`config.mk`:
```
export PLATFORM = sky130hd
export DESIGN_NAME = fifo_unpack_flat
export DESIGN_NICKNAME = d
export VERILOG_FILES = /design/src/rtl/fifo_unpack_if.sv /design/src/rtl/fifo_unpack.sv /design/src/flat_wrapper.sv
export SDC_FILE = /design/constraint.sdc
export NUM_CORES = 1
export LEC_CHECK = 0
export CAP_MARGIN = 10
export CORE_MARGIN = 3
export CORE_UTILIZATION = 54
export CTS_CLUSTER_SIZE = 28
export DETAILED_ROUTE_END_ITERATION = 12
export HOLD_SLACK_MARGIN = 0.06
export PLACE_DENSITY = 0.95
export SLEW_MARGIN = 40
export SYNTH_ARGS = -nofsm -noshare
export SYNTH_HDL_FRONTEND = slang
export SYNTH_SLANG_ARGS = --single-unit
export TNS_END_PERCENT = 20
```
`constraint.sdc`:
```
create_clock -name clk -period 3.75 [get_ports clk]
set_input_delay 0.75 -clock clk [delete_from_list [all_inputs] [get_ports clk]]
set_output_delay 0.75 -clock clk [all_outputs]
set_load 0.02 [all_outputs]
```
`src/rtl/fifo_unpack_if.sv`:
```
// Bundle of the fifo_unpack handshake, FIFO read port and packed-result signals.
// The master side drives the start request and the FIFO outputs. The slave side is the unpacker.
interface fifo_unpack_if #(
  parameter int WIDTH   = 8,
  parameter int MAX_LEN = 16,
  parameter int LEN_W   = 5
);
  logic                     fs;
  logic [LEN_W-1:0]         data_len;
  logic                     fifo_empty;
  logic [WIDTH-1:0]         din;
  logic                     fifo_rxen;
  logic [WIDTH*MAX_LEN-1:0] res;
  logic [LEN_W-1:0]         rx_cnt;
  logic                     fd;
  logic                     err;

  modport master (
    output fs, data_len, fifo_empty, din,
    input  fifo_rxen, res, rx_cnt, fd, err
  );

  modport slave (
    input  fs, data_len, fifo_empty, din,
    output fifo_rxen, res, rx_cnt, fd, err
  );
endinterface

```
`src/rtl/fifo_unpack.sv`:
```
// Reads data_len words from a standard 1-cycle-latency FIFO and packs them into res.
// It tolerates an empty FIFO, aborts with err after TIMEOUT consecutive stalled cycles, and flags bad lengths.
module fifo_unpack #(
  parameter int WIDTH   = 8,
  parameter int MAX_LEN = 16,
  parameter int LEN_W   = 5,
  parameter int TIMEOUT = 255
) (
  input  logic          clk,
  input  logic          rst_n,
  fifo_unpack_if.slave  bus
);
  localparam int STALL_W = $clog2(TIMEOUT + 1);
  localparam logic [LEN_W-1:0]   MAX_LEN_L  = LEN_W'(MAX_LEN);
  localparam logic [STALL_W-1:0] STALL_LAST = STALL_W'(TIMEOUT - 1);

  typedef enum logic [1:0] {
    IDLE,
    READ,
    DONE
  } state_t;

  state_t                   state, state_nxt;
  logic [LEN_W-1:0]         len;
  logic [LEN_W-1:0]         rd_cnt;
  logic [LEN_W-1:0]         rx_cnt;
  logic                     cap_vld;
  logic [STALL_W-1:0]       stall_cnt;
  logic [WIDTH*MAX_LEN-1:0] res;
  logic                     err;

  logic len_bad;
  logic rxen;
  logic stalled;
  logic timed_out;
  logic last_cap;

  assign len_bad   = (bus.data_len == '0) || (bus.data_len > MAX_LEN_L);
  assign rxen      = (state == READ) && !bus.fifo_empty && (rd_cnt < len);
  assign stalled   = (state == READ) && bus.fifo_empty && (rd_cnt < len);
  assign timed_out = stalled && (stall_cnt == STALL_LAST);
  // The final word is still in flight one cycle after its read, so completion keys off the capture.
  assign last_cap  = cap_vld && (rx_cnt == len - LEN_W'(1));

  // NOTE: state registers use non-blocking assignments so every flop samples pre-edge values.
  always_ff @(posedge clk or negedge rst_n) begin
    if (!rst_n) state <= IDLE;
    else        state <= state_nxt;
  end

  // NOTE: state_nxt gets a default before the case so no path leaves it unassigned (no latch).
  always_comb begin
    state_nxt = state;
    unique case (state)
      IDLE:    if (bus.fs) state_nxt = len_bad ? DONE : READ;
      READ:    if (last_cap || timed_out) state_nxt = DONE;
      DONE:    if (!bus.fs) state_nxt = IDLE;
      default: state_nxt = IDLE;
    endcase
  end

  // NOTE: the result bank is plain flops cleared by reset, because consumers rely on res=0 after reset.
  always_ff @(posedge clk or negedge rst_n) begin
    if (!rst_n) begin
      len       <= '0;
      rd_cnt    <= '0;
      rx_cnt    <= '0;
      cap_vld   <= 1'b0;
      stall_cnt <= '0;
      res       <= '0;
      err       <= 1'b0;
    end else begin
      cap_vld <= rxen;
      unique case (state)
        IDLE: begin
          if (bus.fs) begin
            len       <= bus.data_len;
            rd_cnt    <= '0;
            rx_cnt    <= '0;
            stall_cnt <= '0;
            res       <= '0;
            err       <= len_bad;
          end
        end
        READ: begin
          if (rxen) begin
            rd_cnt    <= rd_cnt + LEN_W'(1);
            stall_cnt <= '0;
          end else if (stalled) begin
            stall_cnt <= stall_cnt + STALL_W'(1);
          end
          if (timed_out) err <= 1'b1;
          if (cap_vld) begin
            for (int k = 0; k < MAX_LEN; k++) begin
              if (rx_cnt == LEN_W'(k)) res[k*WIDTH +: WIDTH] <= bus.din;
            end
            rx_cnt <= rx_cnt + LEN_W'(1);
          end
        end
        default: ;
      endcase
    end
  end

  assign bus.fifo_rxen = rxen;
  assign bus.res       = res;
  assign bus.rx_cnt    = rx_cnt;
  assign bus.fd        = (state == DONE);
  assign bus.err       = err;
endmodule

```
`src/flat_wrapper.sv`:
```
// flat-port wrapper written by rule: the top's interface ports become plain ports
module fifo_unpack_flat 
#(
  parameter int WIDTH   = 8,
  parameter int MAX_LEN = 16,
  parameter int LEN_W   = 5,
  parameter int TIMEOUT = 255
)
  (clk, rst_n, bus_fs, bus_data_len, bus_fifo_empty, bus_din, bus_fifo_rxen, bus_res, bus_rx_cnt, bus_fd, bus_err);
  fifo_unpack_if #(.WIDTH(WIDTH), .MAX_LEN(MAX_LEN), .LEN_W(LEN_W)) bus_i ();
  input  logic clk;
  input  logic rst_n;
  input wire logic [$bits(bus_i.fs)-1:0] bus_fs;
  input wire logic [$bits(bus_i.data_len)-1:0] bus_data_len;
  input wire logic [$bits(bus_i.fifo_empty)-1:0] bus_fifo_empty;
  input wire logic [$bits(bus_i.din)-1:0] bus_din;
  output wire logic [$bits(bus_i.fifo_rxen)-1:0] bus_fifo_rxen;
  output wire logic [$bits(bus_i.res)-1:0] bus_res;
  output wire logic [$bits(bus_i.rx_cnt)-1:0] bus_rx_cnt;
  output wire logic [$bits(bus_i.fd)-1:0] bus_fd;
  output wire logic [$bits(bus_i.err)-1:0] bus_err;
  assign bus_i.fs = bus_fs;
  assign bus_i.data_len = bus_data_len;
  assign bus_i.fifo_empty = bus_fifo_empty;
  assign bus_i.din = bus_din;
  assign bus_fifo_rxen = bus_i.fifo_rxen;
  assign bus_res = bus_i.res;
  assign bus_rx_cnt = bus_i.rx_cnt;
  assign bus_fd = bus_i.fd;
  assign bus_err = bus_i.err;
  fifo_unpack #(.WIDTH(WIDTH), .MAX_LEN(MAX_LEN), .LEN_W(LEN_W), .TIMEOUT(TIMEOUT)) u_core (.clk(clk), .rst_n(rst_n), .bus(bus_i));
endmodule
```
== Yosys cells after proc, flatten, opt, wreduce, memory -nomap -nowiden ==
Index checks and enable logic that the tools add are counted.
Storage, ports and cells
  bits in registers: 155
  bits in latches: 0
  bits in writable memories: 0
  memory bits (read-only): 0
  input port bits: 17
  output and inout port bits: 136
  word-level logic and storage cells: 142
  memories: 0
Cells by class
  add/subtract/negate cells: 4
  $mul: 0
  divide/modulo/power cells: 0
  magnitude comparators: 2
  eq/ne operators: 42
  shift operators: 0
  multiplexer cells: 36
  bitwise gates (word level): 0
  reductions and logical operators: 35
Operators with widths (count)
  $mux W128: 2
  $pmux W128 S2: 1
  $mux W8: 19
  $reduce_and A4 Y1: 16
  $eq A5 B4 Y1 const B: 8
  $ne A2 B2 Y1 const B: 19
  $eq A5 B3 Y1 const B: 4
  $pmux W5 S2: 2
  $pmux W8 S2: 1
  $mux W5: 3
  $reduce_and A3 Y1: 5
  $add A5 B1 Y5 const B: 2
  $eq A5 B2 Y1 const B: 2
  $logic_not A5 Y1: 2
  $add A8 B1 Y8 const B: 1
  $eq A8 B8 Y1 const B: 1
  $mux W2: 4
  $logic_and A1 B1 Y1: 6
  $ne A2 B1 Y1 const B: 3
  $pmux W2 S3: 1
  $eq A5 B1 Y1 const B: 1
  $eq A5 B5 Y1: 1
  $gt A5 B5 Y1 const B: 1
  $lt A5 B5 Y1: 1
  11 further kinds: 13

== Depth between registers and ports, before layout ==
  word-level depth: 7
  depth in mapped cells: 8
  mapped depth without buffers: 7

== Least setup slack after synthesis ==
No wires, ideal clock.
  kind: reg2out
  start point: register u_core.rd_cnt[4]
  end point: output bus_fifo_rxen
  arrival time: 1572 ps
  required time: 3000 ps
  path slack: 1428 ps
  cell stages (with the launch flop): 5
  path buffers: 0
  path through: dfrtp_1 > ha_1 > a21oi_1 > nand2_1 > a311oi_2
On the way
  word-level cells in the longest chain between the ends: 2
RTL lines
  start, declared: line fifo_unpack.sv:25  | logic [LEN_W-1:0] rd_cnt;
  start signal, assigned: line fifo_unpack.sv:87  | rd_cnt <= rd_cnt + LEN_W'(1);
  $lt A5 B5 Y1: line fifo_unpack.sv:39  | assign rxen = (state == READ) && !bus.fifo_empty && (rd_cnt < len);
  $logic_and A1 B1 Y1: line fifo_unpack.sv:39
  end, declared: line flat_wrapper.sv:17  | output wire logic [$bits(bus_i.fifo_rxen)-1:0] bus_fifo_rxen;
Every way passes these cells.

== Worst setup path in the final report ==
  start point: register u_core.state[1]
  end point: output bus_fifo_rxen
On the way
  word-level cells in the longest chain between the ends: 3
RTL lines
  start, declared: line fifo_unpack.sv:23  | state_t state, state_nxt;
  start signal, assigned: line fifo_unpack.sv:48  | else state <= state_nxt;
  $eq A2 B1 Y1: line fifo_unpack.sv:39
  $logic_and A1 B1 Y1 (2 in a row): line fifo_unpack.sv:39
Every way passes these cells.

==> out/results.tsv <==
stage	metric	value	unit
status	run status	finished clean	
place	Final GP Congestion	0.850	
clock_network	Clock Latency Late Sink	0.43	ns
sta	normalized max-slew margin	0.475	
place	Inst Count DP	915	
sta	setup TNS	0	ns
clock_network	Post-CTS Setup Bufs	0	
synth	sequential area share after synthesis	0.578	
sta	Worst Skew	0.0110	ns
setup_path	Crit-path slowest cell	clkdlybuf4s50_1	
clock_network	worst-case clock buffer depth	2	
sta	fmax	286	MHz
place	DP Wirelength	12.2	mm
synth	synth top area cells	dfrtp_1 58%, mux2i_1 10%, nand2_1 7.7%, o21ai_0 5.5%, nand3_1 2.9%	
routing	DRC viols	0	
setup_path	critical path endpoint category	primary output	
global_routing	Remaining Overflow, GRT	0	
layout	Total Nets Final	796	
layout	layout cell share with drive strength beyond 1	0.0770	
routing	remaining antenna violation count	0	
floorplan	Initial Util	0.557	
min_path	Worst Hold Class	in2async	
global_routing	vias in the first global route	5648	
layout	Layout area overhead	33.3	%
clock_network	# resized after CTS	0	
synth	Synth area leader	dfrtp_1	
routing	Pre-antenna DRT Iters	5	
setup_path	Top Family by Delay on Critical Path	buffers and inverters	
global_routing	largest net degree at the start of global routing	97	
layout	Final Util	0.742	
sta	Worst-Margin Slew	0.786	ns
sta	Hold Violations, Final	0	
setup_path	Buf/Inv on CP	1	
clock_network	root buf cell	clkbuf_16	
routing	post-DR vias/cell	5.67	
synth	Post-synth EDFFs	0	
power	switching pwr	2.13	mW
synth	FFs w/ async S/R, synth	1.00	
clock_network	CTS H-Tree Depth	4	
synth	Top FF cell, synth	dfrtp_1	
power	worst vdd ir	0.000384	V
layout	Finished Cell Area	0.00895	mm²
clock_network	CTS tree	built	
setup_path	crit-path cells	and2b_1 -> nand2_1 -> a311oi_2 -> clkdlybuf4s50_1	
layout	post-layout instance count excluding filler cells	947	
power	Tot Pwr	5.84	mW
synth	Yosys top cell area share	0.578	
floorplan	Die ar.	0.0138	mm²
setup_path	CP Data Required Time	3.00	ns
routing	detailed-route wire length per cell	19.5	µm
setup_path	CP max stage delay	0.70	ns
global_routing	initial antenna violation count	0	
global_routing	first-pass GRT wire length	30.4	mm
place	IO buf count	152	
clock_network	clk sink count	155	
power	clock share of power	0.305	
synth	Yosys warnings	0	
sta	Final Cycle Share	0.933	
sta	# setup viols final	0	
sta	Final WS setup	0.252	ns
synth	Syn Nets	656	
place	Placed Area	0.00833	mm²
sta	hold_ws	0.304	ns
flow_run	Max Cap Viol	0	
floorplan	Die Y	117	µm
synth	cell count after synthesis	626	
floorplan	die width	117	µm
layout	Antenna Cells	0	
setup_path	crit path max fanout	11	
power	Pwr per Cell Area	653	mW/mm²
power	combinational power share	0.321	
floorplan	io pins	153	
sta	Pins Over Slew Limit	0	
setup_path	Setup crit start kind	flop	
place	dpl ws	0.548	ns
setup_path	Worst EP arrival	2.75	ns
routing	DRT iter0 DRCs	521	
clock_network	CTS clock-pin slew for the worst setup and hold paths	0.06	ns
floorplan	standard-cell rows	40	
synth	synthesized flop and latch total	155	
clock_network	CTS buffer count	17	
setup_path	Crit Path Class	reg2out	
power	Static Leakage	3.75	nW
clock_network	# hold bufs at CTS	0	
setup_path	r2r setup slk	1.43	ns
synth	Mapped Area	0.00671	mm²
global_routing	Total GRT Usage	0.279	
synth	Yosys cell types	47	
sta	Tmin final	3.50	ns
floorplan	core area	0.0121	mm²
synth	syn_area_per_cell	10.7	µm²
routing	total number of vias	5370	
routing	final wirelength	18.5	mm
power	Int Power	3.71	mW
power	switching share of power	0.364	
sta	RSZ-0062 raised after global routing	no	
power	sequential power share	0.374	
## power groups by stage
stage	logic, mW	clock network (mW)	registers (mW)
5_1_grt	2.03	1.87	2.21
3_5_place_dp	1.85	0	2.20
4_1_cts	1.87	1.79	2.18
6_report	1.87	1.78	2.18
2_1_floorplan	0.891	0	2.40
3_3_place_gp	1.77	0	2.18
## Yosys cell counts (2+ instances only)
| cell type | number |
|---|---|
| nand2_1 | 137 |
| nand3_1 | 39 |
| a311oi_1 | 2 |
| nand2b_1 | 2 |
| a21oi_1 | 9 |
| nor3_1 | 2 |
| o22ai_1 | 8 |
| nor2b_1 | 8 |
| dfrtp_1 | 155 |
| mux2i_1 | 68 |
| nor4_1 | 2 |
| xnor2_1 | 8 |
| buf_2 | 10 |
| buf_6 | 2 |
| inv_1 | 9 |
| buf_4 | 3 |
| a31oi_2 | 3 |
| and2_1 | 5 |
| nand4_1 | 3 |
| or2_2 | 2 |
| nor2_4 | 4 |
| nor2_1 | 10 |
| xor2_1 | 4 |
| buf_1 | 5 |
| nor3b_1 | 2 |
| o21ai_0 | 74 |
| nor2_2 | 3 |
| ha_1 | 13 |
| nand3b_1 | 2 |
| clkbuf_1 | 15 |
## layout make-up
cell class                 instances  area (µm²)
clock buffer                      19         453
clock inverter                    13         165
fill                             769        3110
inverter                          10        37.5
multi-input combinational        425        2630
sequential                       155        3880
tap                              168         210
timing repair buffer             157        1580
## registers in the layout, indices dropped and copies added (netlist names)
name,cells
u_core.rd_cnt,5
u_core.bus.res,128
u_core.cap_vld,1
u_core.bus.err,1
u_core.len,5
u_core.stall_cnt,8
u_core.state,2
u_core.bus.rx_cnt,5
## cell families after synthesis
group,count (synthesis),synth area share
AND/OR/NAND/NOR,227,0.157
flip-flops,155,0.578
XOR/XNOR,12,0.0157
buffers and inverters,46,0.0317
adder cells (fa/ha/maj),13,0.0242
multiplexers,68,0.101
AO/OA/AOI/OAI,105,0.0923
## path summary, 6_finish.rpt
path                                     startpoint  depth (start not counted)                   to
min in group clk                u_core.bus.res[126]                          2  u_core.bus.res[126]
worst min register to register  u_core.bus.res[126]                          2  u_core.bus.res[126]
max in group asynchronous                     rst_n                          2   u_core.bus.res[83]
worst max register to register      u_core.state[0]                          5    u_core.bus.res[4]
worst max-delay path                u_core.state[1]                          4        bus_fifo_rxen
worst min-delay path                          rst_n                          1  u_core.bus.res[118]
## cells in the final DEF, fill, tap and decap left out, types with 5 or more instances in the layout
master,n
nand3_1,39
nand2_1,137
a21oi_1,9
clkbuf_16,17
nor2b_1,8
o21ai_0,74
inv_1,9
and2_1,5
mux2i_1,68
o22ai_1,8
dfrtp_1,155
ha_1,13
xnor2_1,8
clkdlybuf4s50_1,151
nor2_1,10
## per-layer routing
layer  part of all wire  wire length, µm  vias to the layer above  global-route usage
met1               0.39             7250                     2715               0.345
met4              0.022              401                        0               0.108
met5                  0                0                        -                   0
met2               0.50             9240                      208               0.451
met3              0.085             1580                       33               0.102
li1                   -                -                     2414                   -
No activity file was read; power rests on OpenSTA's default activity.
